`config.mk`:
```
export PLATFORM = sky130hd
export DESIGN_NAME = multicycle_control_fsm_flat
export DESIGN_NICKNAME = d
export VERILOG_FILES = /design/src/rtl/multicycle_control_fsm_if.sv /design/src/rtl/multicycle_control_fsm.sv /design/src/flat_wrapper.sv
export SDC_FILE = /design/constraint.sdc
export NUM_CORES = 1
export LEC_CHECK = 0
export CAP_MARGIN = 20
export CORE_AREA = 5 5 87 89
export DETAILED_ROUTE_END_ITERATION = 10
export DIE_AREA = 0 0 92 94
export GPL_TIMING_DRIVEN = 0
export PLACE_DENSITY = 0.67
export REMOVE_ABC_BUFFERS = 1
export SLEW_MARGIN = 10
export SYNTH_ARGS = -nofsm -noshare
export SYNTH_HDL_FRONTEND = slang
export SYNTH_SLANG_ARGS = --single-unit
```
`constraint.sdc`:
```
create_clock -name clk_i -period 5.6 [get_ports clk_i]
set_input_delay 1.12 -clock clk_i [delete_from_list [all_inputs] [get_ports clk_i]]
set_output_delay 1.12 -clock clk_i [all_outputs]
set_load 0.005 [all_outputs]
```
`src/rtl/multicycle_control_fsm_if.sv`:
```
// multicycle_control_fsm_if: control and memory-handshake bundle between the sequencer and the datapath
interface multicycle_control_fsm_if #(parameter int CNT_W = 32);
  logic [6:0]       opcode_i;
  logic             mem_ready_i;
  logic             mem_req_o;
  logic             MemWrite_o;
  logic             AdrSrc_o;
  logic             IRWrite_o;
  logic             PCUpdate_o;
  logic             Branch_o;
  logic             RegWrite_o;
  logic [1:0]       ResultSrc_o;
  logic [1:0]       ALUSrcA_o;
  logic [1:0]       ALUSrcB_o;
  logic [1:0]       ALUOp_o;
  logic [2:0]       ImmSrc_o;
  logic [3:0]       state_o;
  logic             illegal_o;
  logic [CNT_W-1:0] instret_o;
  modport master (
    input  opcode_i, mem_ready_i,
    output mem_req_o, MemWrite_o, AdrSrc_o, IRWrite_o, PCUpdate_o, Branch_o, RegWrite_o,
           ResultSrc_o, ALUSrcA_o, ALUSrcB_o, ALUOp_o, ImmSrc_o, state_o, illegal_o, instret_o
  );
  modport slave (
    output opcode_i, mem_ready_i,
    input  mem_req_o, MemWrite_o, AdrSrc_o, IRWrite_o, PCUpdate_o, Branch_o, RegWrite_o,
           ResultSrc_o, ALUSrcA_o, ALUSrcB_o, ALUOp_o, ImmSrc_o, state_o, illegal_o, instret_o
  );
endinterface

```
`src/rtl/multicycle_control_fsm.sv`:
```
// multicycle_control_fsm: Moore sequencer for the multicycle RV32I datapath
module multicycle_control_fsm #(
  parameter int CNT_W      = 32,
  parameter int WAIT_LIMIT = 0
) (
  input logic                        clk_i,
  input logic                        rst_n_i,
  multicycle_control_fsm_if.master   bus
);
  typedef enum logic [3:0] {
    FETCH = 4'd0, DECODE = 4'd1, MEMADR = 4'd2, MEMREAD = 4'd3,
    MEMWB = 4'd4, MEMWRITE = 4'd5, EXECR = 4'd6, EXECI = 4'd7,
    ALUWB = 4'd8, BRANCH = 4'd9, JAL = 4'd10, JALR = 4'd11,
    LUI = 4'd12, AUIPC = 4'd13, LINK = 4'd14, TRAP = 4'd15
  } state_t;
  typedef struct packed {
    logic       mem_req;
    logic       mem_write;
    logic       adr_src;
    logic       pc_update;
    logic       branch;
    logic       reg_write;
    logic [1:0] result_src;
    logic [1:0] alu_src_a;
    logic [1:0] alu_src_b;
    logic [1:0] alu_op;
  } ctrl_t;
  localparam logic [6:0] OP_LOAD  = 7'b0000011;
  localparam logic [6:0] OP_STORE = 7'b0100011;
  localparam logic [6:0] OP_R     = 7'b0110011;
  localparam logic [6:0] OP_I     = 7'b0010011;
  localparam logic [6:0] OP_BR    = 7'b1100011;
  localparam logic [6:0] OP_JAL   = 7'b1101111;
  localparam logic [6:0] OP_JALR  = 7'b1100111;
  localparam logic [6:0] OP_LUI   = 7'b0110111;
  localparam logic [6:0] OP_AUIPC = 7'b0010111;
  state_t           state_q, state_d;
  ctrl_t            ctrl_q;
  logic [31:0]      wait_q, wait_d;
  logic [CNT_W-1:0] instret_q;
  logic             waiting, timeout, fetch_go;
  function automatic ctrl_t ctrl_of(state_t s);
    ctrl_t c;
    c = '0;
    case (s)
      FETCH:    begin c.mem_req = 1'b1; c.result_src = 2'b10; c.alu_src_b = 2'b10; end
      DECODE:   begin c.alu_src_a = 2'b01; c.alu_src_b = 2'b01; end
      MEMADR:   begin c.alu_src_a = 2'b10; c.alu_src_b = 2'b01; end
      MEMREAD:  begin c.mem_req = 1'b1; c.adr_src = 1'b1; end
      MEMWB:    begin c.result_src = 2'b01; c.reg_write = 1'b1; end
      MEMWRITE: begin c.mem_req = 1'b1; c.mem_write = 1'b1; c.adr_src = 1'b1; end
      EXECR:    begin c.alu_src_a = 2'b10; c.alu_op = 2'b10; end
      EXECI:    begin c.alu_src_a = 2'b10; c.alu_src_b = 2'b01; c.alu_op = 2'b10; end
      ALUWB:    c.reg_write = 1'b1;
      BRANCH:   begin c.alu_src_a = 2'b10; c.alu_op = 2'b01; c.branch = 1'b1; end
      JAL:      begin c.pc_update = 1'b1; c.alu_src_a = 2'b01; c.alu_src_b = 2'b10; end
      JALR:     begin c.alu_src_a = 2'b10; c.alu_src_b = 2'b01; c.result_src = 2'b10; c.pc_update = 1'b1; end
      LUI:      begin c.alu_src_b = 2'b01; c.alu_op = 2'b11; end
      AUIPC:    begin c.alu_src_a = 2'b01; c.alu_src_b = 2'b01; end
      LINK:     begin c.alu_src_a = 2'b01; c.alu_src_b = 2'b10; end
      default:  c = '0;
    endcase
    return c;
  endfunction
  function automatic state_t decode_next(logic [6:0] op);
    state_t n;
    case (op)
      OP_LOAD, OP_STORE: n = MEMADR;
      OP_R:              n = EXECR;
      OP_I:              n = EXECI;
      OP_BR:             n = BRANCH;
      OP_JAL:            n = JAL;
      OP_JALR:           n = JALR;
      OP_LUI:            n = LUI;
      OP_AUIPC:          n = AUIPC;
      default:           n = TRAP;
    endcase
    return n;
  endfunction
  always_comb begin
    waiting = ctrl_q.mem_req && !bus.mem_ready_i;
    timeout = (WAIT_LIMIT > 0) && waiting && (wait_q + 32'd1 >= 32'(WAIT_LIMIT));
    state_d = state_q;
    case (state_q)
      FETCH:            state_d = bus.mem_ready_i ? DECODE : FETCH;
      DECODE:           state_d = decode_next(bus.opcode_i);
      MEMADR:           state_d = bus.opcode_i == OP_STORE ? MEMWRITE : MEMREAD;
      MEMREAD:          state_d = bus.mem_ready_i ? MEMWB : MEMREAD;
      MEMWRITE:         state_d = bus.mem_ready_i ? FETCH : MEMWRITE;
      JALR:             state_d = LINK;
      EXECR, EXECI, JAL, LUI, AUIPC, LINK: state_d = ALUWB;
      MEMWB, ALUWB, BRANCH: state_d = FETCH;
      default:          state_d = TRAP;
    endcase
    if (timeout) state_d = TRAP;
    wait_d = (state_d != state_q || bus.mem_ready_i) ? '0 : waiting ? wait_q + 32'd1 : wait_q;
  end
  // Control bundle is registered from the next state so outputs come straight off flops.
  always_ff @(posedge clk_i) begin
    if (!rst_n_i) begin
      state_q   <= FETCH;
      ctrl_q    <= ctrl_of(FETCH);
      wait_q    <= '0;
      instret_q <= '0;
    end else begin
      state_q <= state_d;
      ctrl_q  <= ctrl_of(state_d);
      wait_q  <= wait_d;
      if (state_d == FETCH && state_q != FETCH) instret_q <= instret_q + CNT_W'(1);
    end
  end
  assign fetch_go        = state_q == FETCH && bus.mem_ready_i;
  assign bus.mem_req_o   = rst_n_i & ctrl_q.mem_req;
  assign bus.MemWrite_o  = rst_n_i & ctrl_q.mem_write;
  assign bus.AdrSrc_o    = ctrl_q.adr_src;
  assign bus.IRWrite_o   = rst_n_i & fetch_go;
  assign bus.PCUpdate_o  = rst_n_i & (ctrl_q.pc_update | fetch_go);
  assign bus.Branch_o    = rst_n_i & ctrl_q.branch;
  assign bus.RegWrite_o  = rst_n_i & ctrl_q.reg_write;
  assign bus.ResultSrc_o = ctrl_q.result_src;
  assign bus.ALUSrcA_o   = ctrl_q.alu_src_a;
  assign bus.ALUSrcB_o   = ctrl_q.alu_src_b;
  assign bus.ALUOp_o     = ctrl_q.alu_op;
  assign bus.ImmSrc_o    = state_q == DECODE ? (bus.opcode_i == OP_JAL ? 3'b100 : 3'b010) :
                           state_q == MEMADR ? (bus.opcode_i == OP_STORE ? 3'b001 : 3'b000) :
                           (state_q == LUI || state_q == AUIPC) ? 3'b011 : 3'b000;
  assign bus.state_o     = state_q;
  assign bus.illegal_o   = state_q == TRAP;
  assign bus.instret_o   = instret_q;
endmodule

```
`src/flat_wrapper.sv`:
```
// flat-port wrapper written by rule: the top's interface ports become plain ports
module multicycle_control_fsm_flat 
#(
  parameter int CNT_W      = 32,
  parameter int WAIT_LIMIT = 0
)
  (clk_i, rst_n_i, bus_opcode_i, bus_mem_ready_i, bus_mem_req_o, bus_MemWrite_o, bus_AdrSrc_o, bus_IRWrite_o, bus_PCUpdate_o, bus_Branch_o, bus_RegWrite_o, bus_ResultSrc_o, bus_ALUSrcA_o, bus_ALUSrcB_o, bus_ALUOp_o, bus_ImmSrc_o, bus_state_o, bus_illegal_o, bus_instret_o);
  multicycle_control_fsm_if #(.CNT_W(CNT_W)) bus_i ();
  input logic clk_i;
  input logic rst_n_i;
  input wire logic [$bits(bus_i.opcode_i)-1:0] bus_opcode_i;
  input wire logic [$bits(bus_i.mem_ready_i)-1:0] bus_mem_ready_i;
  output wire logic [$bits(bus_i.mem_req_o)-1:0] bus_mem_req_o;
  output wire logic [$bits(bus_i.MemWrite_o)-1:0] bus_MemWrite_o;
  output wire logic [$bits(bus_i.AdrSrc_o)-1:0] bus_AdrSrc_o;
  output wire logic [$bits(bus_i.IRWrite_o)-1:0] bus_IRWrite_o;
  output wire logic [$bits(bus_i.PCUpdate_o)-1:0] bus_PCUpdate_o;
  output wire logic [$bits(bus_i.Branch_o)-1:0] bus_Branch_o;
  output wire logic [$bits(bus_i.RegWrite_o)-1:0] bus_RegWrite_o;
  output wire logic [$bits(bus_i.ResultSrc_o)-1:0] bus_ResultSrc_o;
  output wire logic [$bits(bus_i.ALUSrcA_o)-1:0] bus_ALUSrcA_o;
  output wire logic [$bits(bus_i.ALUSrcB_o)-1:0] bus_ALUSrcB_o;
  output wire logic [$bits(bus_i.ALUOp_o)-1:0] bus_ALUOp_o;
  output wire logic [$bits(bus_i.ImmSrc_o)-1:0] bus_ImmSrc_o;
  output wire logic [$bits(bus_i.state_o)-1:0] bus_state_o;
  output wire logic [$bits(bus_i.illegal_o)-1:0] bus_illegal_o;
  output wire logic [$bits(bus_i.instret_o)-1:0] bus_instret_o;
  assign bus_i.opcode_i = bus_opcode_i;
  assign bus_i.mem_ready_i = bus_mem_ready_i;
  assign bus_mem_req_o = bus_i.mem_req_o;
  assign bus_MemWrite_o = bus_i.MemWrite_o;
  assign bus_AdrSrc_o = bus_i.AdrSrc_o;
  assign bus_IRWrite_o = bus_i.IRWrite_o;
  assign bus_PCUpdate_o = bus_i.PCUpdate_o;
  assign bus_Branch_o = bus_i.Branch_o;
  assign bus_RegWrite_o = bus_i.RegWrite_o;
  assign bus_ResultSrc_o = bus_i.ResultSrc_o;
  assign bus_ALUSrcA_o = bus_i.ALUSrcA_o;
  assign bus_ALUSrcB_o = bus_i.ALUSrcB_o;
  assign bus_ALUOp_o = bus_i.ALUOp_o;
  assign bus_ImmSrc_o = bus_i.ImmSrc_o;
  assign bus_state_o = bus_i.state_o;
  assign bus_illegal_o = bus_i.illegal_o;
  assign bus_instret_o = bus_i.instret_o;
  multicycle_control_fsm #(.CNT_W(CNT_W), .WAIT_LIMIT(WAIT_LIMIT)) u_core (.clk_i(clk_i), .rst_n_i(rst_n_i), .bus(bus_i));
endmodule
```
==> summary.txt, run 1 <==
Synthesis
  • Unique masters post-synth: 57
  • Synthesized flop and latch total: 50
  • Avg Cell Area, Syn: 8.01 sq um
  • Synth async-reset ratio: 0%
  • Number of synthesized flops with an enable pin: 0
  • Synth top area share: 37.2%
  • Synth cell count leaders: dfxtp_1, a21oi_1, nor2_1
  • Synthesized area: 0.00269 sq mm
  • Count leader, synth: dfxtp_1
  • Mapped Cells: 336
  • Yosys warns: 0
  • Top post-synthesis cells by area: dfxtp_1, a21oi_1, or3_1
  • Seq/Total Area, Yosys: 37.2%
  • Area leader, netlist: dfxtp_1
  • Primary FF master, synth: dfxtp_1

Timing
  • RSZ-0062 raised after global routing: no
  • Max-slew violations: 0
  • FMAX: 239 MHz
  • Slew @ Worst Pin: 0.860 ns
  • Final Cycle Share: 74.6%
  • Slew headroom: 42.4%
  • Setup TNS: 0 ns
  • Tmin final: 4.18 ns
  • Final setup fails: 0
  • Final worst slack: 1.42 ns
  • Final Hold Viols: 0
  • Skew final: 0.00621 ns

Clock tree
  • Num CTS Buffers: 5
  • Clk root buf: clkbuf_8
  • Num Clock Sinks: 50
  • Maximum clock insertion buffer count: 2
  • Setup Fix Bufs, Post-CTS: 0
  • H-tree Lvls: 2
  • CTS hold repair buffers: 0
  • Clk_lat worst skew: 0.30 ns
  • CTS-repair resized insts: 0
  • Clock-pin slew on the worst setup and hold paths: 0.09 ns
  • CTS tree: done

Setup path
  • Reg2Reg Depth: 7
  • WP depth: 4
  • CP required: 4.48 ns
  • CP Class: input pin to primary output
  • Crit-path leading delay family: buffers and inverters
  • Startpoint Class: input pin
  • WP buf/inv: 3
  • Slowest-stage cell, CP: clkdlybuf4s50_1
  • Critical path fanouts, max: 16
  • Crit-path max cell delay: 0.76 ns
  • CP Cell Sequence: clkdlybuf4s50_1, inv_1, nor2_1, clkdlybuf4s50_1
  • Most Frequent Cell on Critical Path: clkdlybuf4s50_1
  • Critical path capture point type: primary output
  • Worst Path Arrival: 3.06 ns

Floorplanning
  • Die area: 0.00865 sq mm
  • Die height: 94 microns
  • IO Pins: 65
  • Die X: 92 microns
  • Site Rows: 30
  • Effective utilization at floorplan: 40.3%
  • Core Region: 0.00668 sq mm

Outcome
  • Outcome: completed

Cells and area
  • Area of the multi-input gates: 0.00151 sq mm
  • Fill cells: 651
  • Share of cells above drive strength 1: 7.31%
  • P&R area growth vs syn: 26.4%
  • Inserted Diodes: 0
  • Final Net Count: 393
  • Sequential cell area: 0.00100 sq mm

Global route
  • Number of global-route vias before repair: 2491
  • Largest net degree at the start of global routing: 37
  • Initial antenna violation count: 0
  • Global Route Usage Sum: 16.2%
  • Total gr overflow: 0
  • First-pass GRT wire length: 11600 microns

Detailed routing
  • Vias: 2613
  • Vias/cell: 5.64
  • Routed Antenna Nets: 0
  • Final wirelength: 6800 microns
  • First DRT Iteration DRCs: 131
  • First-pass iteration count of the detailed router: 4
  • Drt wl/cell: 14.7 microns
  • DRC violations left: 0

Placed design
  • I/O Buffers: 64
  • Pre-CTS WS: 1.32 ns
  • RePlAce Congestion: 0.879
  • Placed wire-length estimate: 4860 microns

Flow run
  • Max-cap violations: 0

Pwr
  • Pwr per Cell Area: 304 mW/mm^2
  • Leak: 1.08 nW
  • Max rail drop VDD: 0.185 mV

Worst hold path
  • Worst hold path stage count: 2
  • Hold Path Class: register to register
[worst paths after layout]
path	startpoint	endpoint	slack, ns
worst max register to register	u_core.bus.state_o[0]$_SDFF_PN0_	u_core.bus.instret_o[27]$_SDFFE_PN0P_	2.61
worst min-delay path	u_core.bus.instret_o[19]$_SDFFE_PN0P_	u_core.bus.instret_o[19]$_SDFFE_PN0P_	0.50
worst min register to register	u_core.bus.instret_o[19]$_SDFFE_PN0P_	u_core.bus.instret_o[19]$_SDFFE_PN0P_	0.50
worst max-delay path	rst_n_i	bus_PCUpdate_o	1.42
[where the power goes]
part / leakage [nW] / internal (mW) / switching [mW]
clock: 0.0482 / 0.100 / 0.117
sequential: 0.405 / 0.394 / 0.0333
combinational: 0.626 / 0.174 / 0.216
total: 1.08 / 0.669 / 0.367
[through the flow]
| stage | hold slack [ns] | instances | utilization [%] | total power, mW | instance area (sq um) |
|---|---|---|---|---|---|
| 5_1_grt | 0.540 | 463 | 50.9 | 1.11 | 3400 |
| 4_1_cts | 0.504 | 463 | 50.9 | 1.04 | 3400 |
| 3_5_place_dp | 0.492 | 455 | 49.6 | 0.823 | 3310 |
| 2_1_floorplan | 0.477 | 310 | - | 0.661 | 2540 |
| 6_report | 0.497 | 463 | 50.9 | 1.04 | 3400 |
| 3_3_place_gp | 0.469 | 454 | 49.1 | 0.818 | 3280 |
[layout by cell type (no fill, tap or decap), drive strengths merged, types with 2 or more instances in the layout]
master,count
clkdlybuf4s50,64
dfxtp,50
a21oi,36
nor2,29
nand2,28
o21ai,19
or3,18
nand3,17
or4,14
o31ai,11
and2,9
inv,9
nor3,8
clkbuf,7
and3,6
o22ai,4
nor2b,4
or2,4
nor4,4
nand3b,3
nand2b,3
o211ai,3
nand4,3
xnor2,2
mux2,2
o31a,2
o21a,2
xor2,2
and4,2
[metal layers]
metal / vias to the layer above / track usage (%) / wire length, microns
met3: 6 / 4.49 / 453
met2: 84 / 27.1 / 3190
met5: - / 0 / 0
li1: 1313 / - / -
met4: 0 / 5.07 / 69
met1: 1210 / 20.3 / 3090
[worst register-to-register path: cells and delay by family (launching register included)]
| family | cells | cell delay (ns) |
|---|---|---|
| flip-flops | 1 | 0.58 |
| AO/OA/AOI/OAI | 1 | 0.14 |
| AND/OR/NAND/NOR | 6 | 2.21 |
[layout make-up]
| cell class | instances | area share (%) |
|---|---|---|
| timing repair buffer | 65 | 19.6 |
| sequential | 50 | 29.4 |
| multi-input combinational | 251 | 44.3 |
| clock buffer | 7 | 2.54 |
| tap | 80 | 2.94 |
| clock inverter | 1 | 0.147 |
| inverter | 9 | 0.993 |
[state kept, by name (all words and copies together) (netlist names)]
name and flops:
u_core.bus.ResultSrc_o 2, u_core.bus.AdrSrc_o 1, u_core.bus.instret_o 32, u_core.bus.ALUSrcB_o 2
u_core.bus.ALUSrcA_o 2, u_core.bus.state_o 4, u_core.ctrl_q 5, u_core.bus.ALUOp_o 2
[kinds of logic after synthesis]
kind of cell	Yosys count	share of synthesized area (%)
AOI/OAI and AO/OA	87	19.7
xor gates and xnor gates	4	1.30
adders and majority gates	1	0.465
buffers and inverters	35	6.79
DFF	50	37.2
muxes	2	0.837
and+or+nand+nor	157	33.8
(Power assumes the default switching activity.)
==> run 2: changes to the inputs <==
--- a/config.mk
+++ b/config.mk
@@ -10,7 +10,7 @@
 export DETAILED_ROUTE_END_ITERATION = 10
 export DIE_AREA = 0 0 92 94
 export GPL_TIMING_DRIVEN = 0
-export PLACE_DENSITY = 0.67
+export PLACE_DENSITY = 0.7
 export REMOVE_ABC_BUFFERS = 1
 export SLEW_MARGIN = 10
 export SYNTH_ARGS = -nofsm -noshare
==> constraint.sdc (replaced) <==
create_clock -name clk_i -period 3.7 [get_ports clk_i]
set_input_delay 0.74 -clock clk_i [delete_from_list [all_inputs] [get_ports clk_i]]
set_output_delay 0.74 -clock clk_i [all_outputs]
set_load 0.005 [all_outputs]
==> run 2 against run 1 <==
Effect of this change: clock power rose by 82%; global-route usage fell by 0.53 points; final cell count rose by 0.22%; hold slack improved by 0.0055 ns; setup slack got worse by 1.3 ns; non-clock buffer count rose by 2; critical path depth rose by 4; largest cell class unchanged; register-to-register slack got worse by 1.9 ns; flip-flop and latch count did not move; via count fell by 1.3%.
==> summary.txt, run 2 (synthesized netlist as in run 1, its figures left out) <==
Outcome
  • Outcome: completed

Worst hold path
  • Worst hold path stage count: 2 (unchanged)
  • Hold Path Class: register to register
  • Hold_sp: u_core.bus.instret_o[21]$_SDFFE_PN0P_
  • Hold Crit Endpoint: u_core.bus.instret_o[21]$_SDFFE_PN0P_

Floorplanning
  • IO Pins: 65 (unchanged)
  • Site Rows: 30 (unchanged)
  • Die area: 0.00865 sq mm (unchanged)
  • Die X: 92 microns (unchanged)
  • Die height: 94 microns (unchanged)
  • Effective utilization at floorplan: 40.3% (unchanged)
  • Core Region: 0.00668 sq mm (unchanged)

Setup path
  • CP required: 3.94 ns (-0.54 ns)
  • Worst Path Arrival: 3.83 ns (+0.77 ns)
  • CP Class: input pin to register
  • Critical path capture point type: register
  • Reg2Reg Depth: 7 (unchanged)
  • Critical R2R Capture: u_core.bus.instret_o[24]$_SDFFE_PN0P_
  • RR Startpoint: u_core.bus.state_o[1]$_SDFF_PN0_
  • Startpoint Class: input pin
  • Internal reg-to-reg setup slack: 0.69 ns (-1.92 ns)
  • Critical path fanouts, max: 25 (+9)

Detailed routing
  • Vias/cell: 5.56 (-1.5%)
  • Routed Antenna Nets: 0 (unchanged)
  • Drt wl/cell: 14.5 microns (-1.5%)
  • Vias: 2580 (-1.3%)
  • Final wirelength: 6710 microns (-1.3%)
  • DRC violations left: 0 (unchanged)
  • First-pass iteration count of the detailed router: 4 (unchanged)
  • First DRT Iteration DRCs: 96 (-27%)

Clock tree
  • Maximum clock insertion buffer count: 2 (unchanged)
  • CTS tree: done
  • Num Clock Sinks: 50 (unchanged)
  • CTS hold repair buffers: 0 (unchanged)
  • Clk root buf: clkbuf_8
  • H-tree Lvls: 2 (unchanged)
  • Num CTS Buffers: 5 (unchanged)
  • Clk_lat worst skew: 0.30 ns (about the same)
  • Clock-pin slew on the worst setup and hold paths: 0.09 ns (about the same)

Timing
  • Final Cycle Share: 97.2%
  • Final worst slack: 0.103 ns (-1.32 ns)
  • Final setup fails: 0 (unchanged)
  • Slew @ Worst Pin: 0.956 ns (+0.0961 ns)
  • RSZ-0062 raised after global routing: yes
  • FMAX: 278 MHz
  • Tmin final: 3.60 ns
  • Max-slew violations: 0 (unchanged)
  • Final Hold Viols: 0 (unchanged)
  • Slew headroom: 36.0% (-6.4 points)
  • Skew final: 0.00634 ns (+0.000125 ns)

Global route
  • First-pass GRT wire length: 11100 microns (-4.4%)
  • Global Route Usage Sum: 15.7% (-0.53 points)
  • Largest net degree at the start of global routing: 37 (unchanged)
  • Initial antenna violation count: 0 (unchanged)
  • Number of global-route vias before repair: 2377 (-4.6%)
  • Total gr overflow: 0 (unchanged)

Pwr
  • Overall power: 1.64 mW (+58%)
  • Max rail drop VDD: 0.335 mV (+81%)
  • Pwr per Cell Area: 476 mW/mm^2 (+56%)
  • Leak: 1.09 nW (+1.2%)

Cells and area
  • Commonest non-fill, non-tap cell in the layout: clkdlybuf4s50_1
  • P&R area growth vs syn: 27.9%
  • Final Net Count: 395 (+0.51%)
  • Max reg flops: 32 (unchanged)
  • Final instance area: 0.00344 sq mm (+1.2%)
  • Inserted Diodes: 0 (unchanged)
  • Share of cells above drive strength 1: 8.07% (+0.76 points)
  • Non-Filler Instances: 464 (+0.22%)
  • Most frequent cells in the layout: clkdlybuf4s50_1, dfxtp_1, a21oi_1

Placed design
  • Placed wire-length estimate: 4780 microns (-1.6%)
  • Placed cells: 455 (unchanged)
  • Area post-placement: 0.00331 sq mm (unchanged)
  • RePlAce Congestion: 0.821 (-6.6%)
  • Pre-CTS WS: -0.235 ns (-1.55 ns)
  • I/O Buffers: 64 (unchanged)

Flow run
  • Max-cap violations: 0 (unchanged)
-- run 2: changes by cell type in the layout (fill, tap and decap cells not counted), sizes merged --
cell	previous run	this run
buf	1	3
bufinv	0	1
clkbuf	7	6
clkinv	1	0
clkinvlp	0	1
inv	9	8
-- run 2: what timing repair did --
action | in CTS | in global routing
setup endpoints to repair | 0 | 16
gates resized for setup | 0 | 1
buffers inserted | 0 | 2
hold endpoints to repair | 0 | 0
-- run 2: power breakdown --
part | internal [mW] | switching [mW]
clock | 0.217 | 0.179
sequential | 0.597 | 0.0522
combinational | 0.265 | 0.327
total | 1.08 | 0.558
-- run 2: worst max-delay path by stage --
stage	to	slack, ns	cells after the start	from
after global placement	bus_IRWrite_o	-0.18	4	rst_n_i
after detailed placement	u_core.bus.instret_o[19]$_SDFFE_PN0P_	-0.23	8	bus_opcode_i[4]
after CTS	bus_PCUpdate_o	0.03	5	rst_n_i
after global routing	u_core.bus.instret_o[18]$_SDFFE_PN0P_	-0.18	8	bus_opcode_i[4]
final	u_core.bus.instret_o[19]$_SDFFE_PN0P_	0.10	8	bus_opcode_i[4]
after floorplan	u_core.bus.instret_o[24]$_SDFFE_PN0P_	0.84	7	bus_opcode_i[4]
-- run 2: cell type report --
class | instances | area (sq um)
clock buffer | 6 | 82.6
clock inverter | 1 | 30.0
fill | 618 | 3240
inverter | 9 | 37.5
multi-input combinational | 251 | 1510
sequential | 50 | 1000
tap | 80 | 100
timing repair buffer | 67 | 683
-- run 2: worst max-delay path, stage by stage --
cell,delay [ns]
clkdlybuf4s50_1,0.50
nand2b_1,0.21
a221oi_2,0.26
nor3_1,0.12
nor4_4,0.55
nand4_2,0.59
or4_1,0.69
a21oi_1,0.16
-- run 2: per-stage QoR --
stage	hold slack (ns)	setup TNS [ns]	utilization (%)
final	0.502	0	51.5
after global routing	0.547	-1.64	51.5
after CTS	0.509	0	51.2
after detailed placement	0.494	-3.04	49.6
after global placement	0.468	-1.94	49.1
after floorplan	0.477	0	-
-- run 2: routing by layer --
metal	up-vias	GRT usage [%]	part of all wire, %
li1	1306	-	-
met2	76	25.7	46
met4	0	5.45	1.5
met5	-	0	0
met3	12	3.85	5.8
met1	1186	20.1	47
